### src/rtl/lenet_div_pkg.sv
`default_nettype none
// ============================================================================
// Module      : lenet_div_pkg
// Description : Shared widths, saturation constant and FSM states for the
//               sequential restoring divider.
// Revision    : 1.0 - initial release
// ============================================================================
package lenet_div_pkg;

    localparam int DEF_DW_N = 11;
    localparam int DEF_DW_D = 4;
    localparam int DEF_DW_Q = 7;
    localparam int Q_MAX    = 127;

    typedef enum logic [1:0] {
        IDLE = 2'd0,
        BUSY = 2'd1,
        DONE = 2'd2
    } state_t;

endpackage
`default_nettype wire

### src/rtl/div11_4_seq_div_step.sv
`default_nettype none
// ============================================================================
// Module      : div_step
// Description : One combinational restoring-division step: shift in a
//               dividend bit, conditionally subtract the divisor.
// Revision    : 1.0 - initial release
// ============================================================================
module div_step #(
    parameter int DW_D = 4
) (
    input  logic [DW_D-1:0] i_rem,
    input  logic            i_bit,
    input  logic [DW_D-1:0] i_dvs,
    output logic [DW_D-1:0] o_rem,
    output logic            o_qbit
);

    logic [DW_D:0]   w_partial;
    logic [DW_D-1:0] w_diff;
    logic            w_ge;

    // The true difference is always below the divisor, so the low DW_D bits
    // of a modular subtraction are exact.
    assign w_partial = {i_rem, i_bit};
    assign w_ge      = (w_partial >= {1'b0, i_dvs});
    assign w_diff    = w_partial[DW_D-1:0] - i_dvs;
    assign o_rem     = w_ge ? w_diff : w_partial[DW_D-1:0];
    assign o_qbit    = w_ge;

endmodule
`default_nettype wire

### src/rtl/div11_4_seq.sv
`default_nettype none
// ============================================================================
// Module      : div11_4_seq
// Description : Valid/ready sequential restoring divider with a saturating
//               quotient, exact remainder and divide-by-zero flag.
// Revision    : 1.0 - initial release
// ============================================================================
module div11_4_seq
    import lenet_div_pkg::*;
#(
    parameter int DW_N = DEF_DW_N,
    parameter int DW_D = DEF_DW_D,
    parameter int DW_Q = DEF_DW_Q
) (
    input  logic            clk,
    input  logic            rst,
    input  logic            in_valid,
    output logic            in_ready,
    input  logic [DW_N-1:0] dividend,
    input  logic [DW_D-1:0] divisor,
    output logic            out_valid,
    input  logic            out_ready,
    output logic [DW_Q-1:0] quotient,
    output logic [DW_D-1:0] remainder,
    output logic            overflow,
    output logic            div_zero
);

    localparam int              c_CW       = $clog2(DW_N);
    localparam logic [c_CW-1:0] c_CNT_LOAD = c_CW'(DW_N - 1);
    localparam logic [DW_N-1:0] c_QMAX_N   = DW_N'((1 << DW_Q) - 1);
    localparam logic [DW_Q-1:0] c_QMAX     = {DW_Q{1'b1}};

    state_t            r_state;
    logic [c_CW-1:0]   r_cnt;
    logic              r_last;
    logic              r_zero;
    logic [DW_N-1:0]   r_dvd;
    logic [DW_N-1:0]   r_quo;
    logic [DW_D-1:0]   r_dvs;
    logic [DW_D-1:0]   r_rem;
    logic              r_in_ready;
    logic              r_out_valid;
    logic [DW_Q-1:0]   r_quotient;
    logic [DW_D-1:0]   r_remainder;
    logic              r_overflow;
    logic              r_div_zero;

    logic [DW_D-1:0]   w_rem_next;
    logic              w_qbit;
    logic              w_ovf;

    div_step #(
        .DW_D (DW_D)
    ) u_step (
        .i_rem  (r_rem),
        .i_bit  (r_dvd[DW_N-1]),
        .i_dvs  (r_dvs),
        .o_rem  (w_rem_next),
        .o_qbit (w_qbit)
    );

    assign w_ovf = (r_quo > c_QMAX_N);

    always_ff @(posedge clk) begin
        if (rst) begin
            r_state     <= IDLE;
            r_cnt       <= '0;
            r_last      <= 1'b0;
            r_zero      <= 1'b0;
            r_dvd       <= '0;
            r_quo       <= '0;
            r_dvs       <= '0;
            r_rem       <= '0;
            r_in_ready  <= 1'b1;
            r_out_valid <= 1'b0;
            r_quotient  <= '0;
            r_remainder <= '0;
            r_overflow  <= 1'b0;
            r_div_zero  <= 1'b0;
        end else begin
            case (r_state)
                IDLE: begin
                    if (in_valid) begin
                        r_dvd      <= dividend;
                        r_dvs      <= divisor;
                        r_rem      <= '0;
                        r_quo      <= '0;
                        r_cnt      <= c_CNT_LOAD;
                        // A zero divisor skips the shift loop and finishes one edge later.
                        r_last     <= (divisor == '0);
                        r_zero     <= (divisor == '0);
                        r_in_ready <= 1'b0;
                        r_state    <= BUSY;
                    end
                end
                BUSY: begin
                    if (r_last) begin
                        r_quotient  <= (w_ovf || r_zero) ? c_QMAX : r_quo[DW_Q-1:0];
                        r_remainder <= r_rem;
                        r_overflow  <= w_ovf;
                        r_div_zero  <= r_zero;
                        r_out_valid <= 1'b1;
                        r_state     <= DONE;
                    end else begin
                        r_rem <= w_rem_next;
                        r_quo <= {r_quo[DW_N-2:0], w_qbit};
                        r_dvd <= {r_dvd[DW_N-2:0], 1'b0};
                        if (r_cnt == '0) begin
                            r_last <= 1'b1;
                        end else begin
                            r_cnt <= r_cnt - c_CW'(1);
                        end
                    end
                end
                DONE: begin
                    if (out_ready) begin
                        r_out_valid <= 1'b0;
                        r_in_ready  <= 1'b1;
                        r_state     <= IDLE;
                    end
                end
                default: begin
                    r_out_valid <= 1'b0;
                    r_in_ready  <= 1'b1;
                    r_state     <= IDLE;
                end
            endcase
        end
    end

    assign in_ready  = r_in_ready;
    assign out_valid = r_out_valid;
    assign quotient  = r_quotient;
    assign remainder = r_remainder;
    assign overflow  = r_overflow;
    assign div_zero  = r_div_zero;

endmodule
`default_nettype wire
### config.mk
export PLATFORM = sky130hd
export DESIGN_NAME = div11_4_seq
export DESIGN_NICKNAME = d
export VERILOG_FILES = /design/src/rtl/lenet_div_pkg.sv /design/src/rtl/div11_4_seq_div_step.sv /design/src/rtl/div11_4_seq.sv
export SDC_FILE = /design/constraint.sdc
export NUM_CORES = 1
export LEC_CHECK = 0
export BUFFER_PORTS_ARGS = -buffer_cell sky130_fd_sc_hd__buf_2
export CAP_MARGIN = 10
export CORE_MARGIN = 3
export CORE_UTILIZATION = 50
export DETAILED_ROUTE_END_ITERATION = 7
export PLACE_DENSITY = 0.77
export SLEW_MARGIN = 20
export SYNTH_ARGS = -nofsm -noshare
export SYNTH_HDL_FRONTEND = slang
export SYNTH_SLANG_ARGS = --single-unit
### constraint.sdc
create_clock -name clk -period 2.4 [get_ports clk]
set_input_delay 0 -clock clk [delete_from_list [all_inputs] [get_ports clk]]
set_output_delay 0 -clock clk [all_outputs]
set_load 0.01 [all_outputs]
==> results of run 1 <==
layout make-up:
class | count | area [um2]
Clock inverter | 1 | 5.005
Tap cell | 50 | 62.56
Fill cell | 385 | 1474
Clock buffer | 7 | 96.34
Multi-Input combinational cell | 196 | 1114
Timing Repair Buffer | 53 | 355.3
Sequential cell | 53 | 1061
Inverter | 9 | 33.78
power by group through the flow:
stage | combinational [uW] | clock (uW) | sequential (uW)
after detailed placement | 365 | 0 | 1010
after floorplan | 293 | 0 | 994
after global routing | 432 | 591 | 998
final | 389 | 536 | 989
after global placement | 357 | 0 | 1010
after CTS | 387 | 558 | 988
repair_timing:
action                     4_1_cts  5_1_grt
hold endpoints to repair        17        0
hold buffers                    16        0
setup endpoints to repair        0        0
worst max-delay path: stages (launching register included):
cell	delay, ns
dfxtp_1	0.57
nand2b_1	0.46
nor4_1	0.13
or4_1	0.50
a211oi_2	0.21
metrics by stage:
step           hold slack, ns  instance area [um2]
2_1_floorplan          0.1360                 2291
3_3_place_gp           0.2397                 2466
5_1_grt                0.1304                 2728
3_5_place_dp           0.2479                 2466
4_1_cts               0.08684                 2728
6_report              0.09717                 2728
flip-flops by register name (all words and copies together), names as in the netlist:
name	flops
r_dvd	11
r_quo	11
quotient	7
r_cnt	4
r_dvs	4
r_rem	4
remainder	4
r_state	2
div_zero	1
in_ready	1
out_valid	1
overflow	1
r_last	1
r_zero	1
path summary, 6_finish.rpt:
check	cells after the start	slack (ns)	endpoint	from
setup / recovery	4	0.45	r_cnt[2]	r_state[1]
hold / removal	4	0.1	r_quo[10]	in_valid
setup reg to reg	4	0.45	r_cnt[2]	r_state[1]
hold reg to reg	2	0.45	remainder[3]	remainder[3]
cell families after synthesis:
family	after synthesis	share of synthesized area [%]
AND/OR/NAND/NOR	125	24.52
XOR/XNOR	1	0.3824
flip-flops	53	46.31
buffers and inverters	26	5.079
multiplexers	1	0.4369
AO/OA/AOI/OAI	63	19.66
adder cells (fa/ha/maj)	6	3.605
layer usage:
metal  wire length, um  share of wire (%)  vias to the layer above  track usage [%]
li1                  -                  -                     1051                -
met1              2329                 48                      925            25.78
met2              2267                 47                       43            28.94
met3               215                4.4                        5            4.104
met4                53                1.1                        0            6.237
met5                 0                  0                        -                0
cell usage in the layout, fill, tap and decap left out, types with 9 or more instances in the layout:
cell           count
a21oi_1           19
a22oi_1           10
a311oi_1          12
buf_2             33
dfxtp_1           53
dlygate4sd3_1     16
inv_1              9
nand2_1           46
nor2_1            49
nor3_1             9
==> impl_metrics.csv, run 1 <==
group,metric,value,unit
sta,clock.fmax,0.5128,GHz
placed_design,post-place-ws,0.4828,ns
sta,hold_viol_final,0,
route,ant_nets,0,
sta,fin_ws,0.4499,ns
pwr,p_int,1372,uW
sta,rsz0062_at_grt,"false",
die,die_h,73.69,um
logic_synthesis,syn_inst,275,
grt,grt_pass1_wl,8.086,mm
sta,min_period,1.950,ns
min_path,hold_class,"in2reg",
clock_network,cts_resized,0,
clock_network,clk_latency,0.30,ns
route,dr.pass1.iters,4,
clock_network,cts_tree,"built",
setup_path,worstPathArrival,2.18,ns
logic_synthesis,synth-main-ff-cell,"dfxtp_1",
sta,skew,0.002694,ns
route,wl_per_cell,13.18,um
sta,worst_slew_pin_slew,0.6137,ns
logic_synthesis,synth_area_leaders,"dfxtp_1 (46%), nor2_1 (8.0%), nand2_1 (7.5%), a311oi_1 (4.6%), a21oi_1 (4.2%)",
logic_synthesis,yosysWarnings,0,
grt,grt_max_degree,28,
route,via_per_inst,5.485,
logic_synthesis,synth.top_cells.by_count,"dfxtp_1 (53), nor2_1 (49), nand2_1 (46)",
die,num_rows,23,
placed_design,hpwl,3.307,mm
route,dr.first_iter.drc_count,157,
pwr,leakage,0.001134,uW
setup_path,worstPathMaxFanout,13,
clock_network,path_clk_slew,0.09,ns
logic_synthesis,synth_edf_count,0,
logic_synthesis,synth_area_leader_cell,"dfxtp_1",
clock_network,cts.sinks,53,
sta,fin_setup_tns,0,ns
sta,fin_crit_sh,81.25,%
route,drc,0,
grt,grt_pass1_vias,1785,
pwr,p_per_area,701.5,nW/um2
cells_and_area,nNetsFinal,343,
clock_network,cts.path.max_buffers,2,
pwr,pwr-share-comb,20.3,%
grt,grt-ovfl-total,0,
setup_path,worst_setup_path_end_kind,"register",
clock_network,cts-root-buf,"clkbuf_8",
sta,finalSetupViolCount,0,
grt,antenna_found_initial,0,
clock_network,cts_buffers,5,
logic_synthesis,yosys.area.top_type_share,46.31,%
logic_synthesis,synth_cell_type_count,42,
setup_path,crit_path_start_kind,"register",
setup_path,path_class,"reg2reg",
route,finalWirelength,4.865,mm
logic_synthesis,ys_seq_area_share,46.31,%
cells_and_area,antenna_cells,0,
clock_network,cts-htree-levels,2,
logic_synthesis,syn_nets,300,
logic_synthesis,synth-async-reset-ratio,0,%
pwr,ir_worst_vdd,0.0003807,V
logic_synthesis,syn_avg_cell_area,8.331,um2
pwr,p_sw,541.2,uW
die,die_area,5430,um2
die,io-pin-count,34,
placed_design,io_buffers,33,
pwr,pwr-share-clk,28.0,%
die,start_util,54.53,%
pwr,sw_frac_of_total,28.28,%
clock_network,cts_setup_buffers,0,
setup_path,cp.required,2.63,ns
cells_and_area,layout.cells.non_filler,369,
run,maxCapViolCount,0,
pwr,seq_power_share,51.7,%
route,route.vias.total,2024,
pwr,power,1914,uW
die,die_w,73.69,um
cells_and_area,fin_util,64.92,%
grt,track_usage,18.73,%
placed_design,dp.cells,345,
logic_synthesis,synthMostInstantiatedCell,"dfxtp_1",
die,coreArea,4202,um2
logic_synthesis,ys_ff_latch,53,
cells_and_area,drive_above_1_share,15.67,%
sta,final-max-slew-violation-count,0,
cells_and_area,syn_to_final_growth,19.06,%
sta,slew_headroom,58.93,%
logic_synthesis,synthesis.area,2291,um2
status,status,"complete, no violations",
placed_design,place.gp.congestion,0.8709,
(Power assumes the default switching activity.)
==> run 2, diff against run 1 <==
Clock period 2.4 ns to 1.9 ns, I/O delays scaled along.
==> run 2 against run 1 <==
The flow now finishes with violations (negative hold slack). Cell area rose by 2.6%. Wire length rose by 1.1%. Die area did not move. Flip-flop and latch count did not move. Sequential share of layout area fell by 0.93 points. Largest cell class unchanged. Critical endpoint is now r_rem[0]. Worst setup slack got worse by 0.36 ns. Critical path type unchanged. Sequential power rose by 25%. Global-route usage rose by 0.38 points.
==> impl_metrics.csv, run 2 (synthesized netlist as in run 1, its figures left out) <==
group,metric,value,unit
sta,fin_hold_ws,-0.01387,ns
min_path,hold_class,"in2reg",
grt,antenna_found_initial,0,
setup_path,crit_path_start_kind,"register",
die,num_rows,23,
route,drc,0,
cells_and_area,layout_common_cells,"dfxtp_1 (52), nor2_1 (49), nand2_1 (46), buf_2 (33), a21oi_1 (19)",
grt,grt_pass1_vias,1834,
cells_and_area,nNetsFinal,349,
sta,clock.fmax,0.5528,GHz
clock_network,cts.path.max_buffers,2,
placed_design,hpwl,3.359,mm
sta,slew_headroom,66.03,%
die,coreArea,4202,um2
clock_network,cts.sinks,53,
placed_design,dpl-instance-area,2519,um2
cells_and_area,layout.cells.non_filler,375,
die,die_h,73.69,um
die,die_w,73.69,um
run,maxCapViolCount,0,
min_path,hold_start,"dividend[10]",
route,dr.pass1.iters,4,
cells_and_area,syn_to_final_growth,22.12,%
cells_and_area,antenna_cells,0,
pwr,ir_worst_vdd,0.0005569,V
sta,fin_crit_sh,95.22,%
route,dr.first_iter.drc_count,125,
clock_network,cts-root-buf,"clkbuf_8",
route,via_per_inst,5.429,
die,die_area,5430,um2
pwr,leakage,0.001170,uW
sta,skew,0.01113,ns
setup_path,worstPathArrival,2.02,ns
die,start_util,54.53,%
placed_design,io_buffers,33,
route,route.vias.total,2036,
status,violations,"negative hold slack",
placed_design,place.gp.congestion,0.9175,
clock_network,clk_latency,0.31,ns
sta,rsz0062_at_grt,"false",
sta,worst_slew_pin_slew,0.5096,ns
setup_path,cp.required,2.11,ns
cells_and_area,fillers,369,
sta,finalSetupViolCount,0,
cells_and_area,final_common_cell,"dfxtp_1",
setup_path,startpoint,"r_dvs[1]",
setup_path,r2r_start,"r_dvs[1]",
clock_network,cts-htree-levels,2,
cells_and_area,final_area,2798,um2
grt,grt_max_degree,28,
grt,grt-ovfl-total,0,
sta,final-max-slew-violation-count,0,
cells_and_area,seq_area,1062,um2
pwr,p_per_area,912.7,nW/um2
route,wl_per_cell,13.11,um
cells_and_area,fin_util,66.59,%
grt,grt_pass1_wl,8.176,mm
setup_path,worst_setup_path_end_kind,"register",
setup_path,path_class,"reg2reg",
status,status,"complete, but fails checks",
clock_network,cts_setup_buffers,0,
cells_and_area,drive_above_1_share,17.85,%
placed_design,dp.cells,352,
setup_path,worstPathMaxFanout,7,
clock_network,cts_tree,"built",
clock_network,cts_buffers,5,
route,finalWirelength,4.917,mm
route,ant_nets,0,
cells_and_area,multiInputGateArea,1121,um2
sta,fin_setup_tns,0,ns
clock_network,path_clk_slew,0.10,ns
die,io-pin-count,34,
sta,min_period,1.809,ns
grt,track_usage,19.11,%
sta,hold_viol_final,1,
==> run 2: final timing paths <==
| kind | end | slack (ns) | depth (start not counted) |
|---|---|---|---|
| setup / recovery | r_rem[0] | 0.09 | 5 |
| hold / removal | r_dvd[10] | -0.01 | 3 |
| setup reg to reg | r_rem[0] | 0.09 | 5 |
| hold reg to reg | remainder[2] | 0.46 | 2 |
==> run 2: repair_timing <==
action	in CTS	in global routing
endpoints found under the setup margin	0	4
gates resized for setup	0	2
hold endpoints to repair	16	0
hold buffers	15	0
==> run 2: through the flow <==
stage | power [uW] | hold WS [ns] | worst slack, ns
floorplan | 1625 | 0.1360 | 0.1152
global placement | 1739 | 0.2408 | 0.05895
detailed placement | 1755 | 0.2597 | 0.02815
CTS | 2564 | 0.001825 | 0.02858
global route | 2682 | 0.001821 | 0.01717
finish | 2554 | -0.01387 | 0.09086
==> run 2: area by class of cell <==
| type | instances | share of cell area, % |
|---|---|---|
| inverter | 9 | 1.208 |
| clock buffer | 6 | 2.952 |
| multi-input combinational | 196 | 40.07 |
| tap | 50 | 2.236 |
| sequential | 53 | 37.97 |
| clock inverter | 2 | 1.342 |
| timing repair buffer | 59 | 14.22 |
==> run 2: layer usage <==
| metal | track usage [%] | share of wire [%] |
|---|---|---|
| met3 | 3.283 | 2.6 |
| met5 | 0 | 0 |
| met2 | 30.91 | 47 |
| met1 | 25.59 | 49 |
| met4 | 6.640 | 0.89 |
==> run 2: where the power goes <==
part	switching, uW	internal, uW	total [uW]
Clock	363	429	792
Combinational	284	234	518
Sequential	56.7	1190	1240
Total	704	1850	2550
==> run 2: critical path, cell delays in order, from the launching register on <==
cell      delay (ns)
dfxtp_1         0.39
inv_1           0.06
ha_1            0.32
a2111o_1        0.52
a21o_1          0.19
a32o_1          0.24
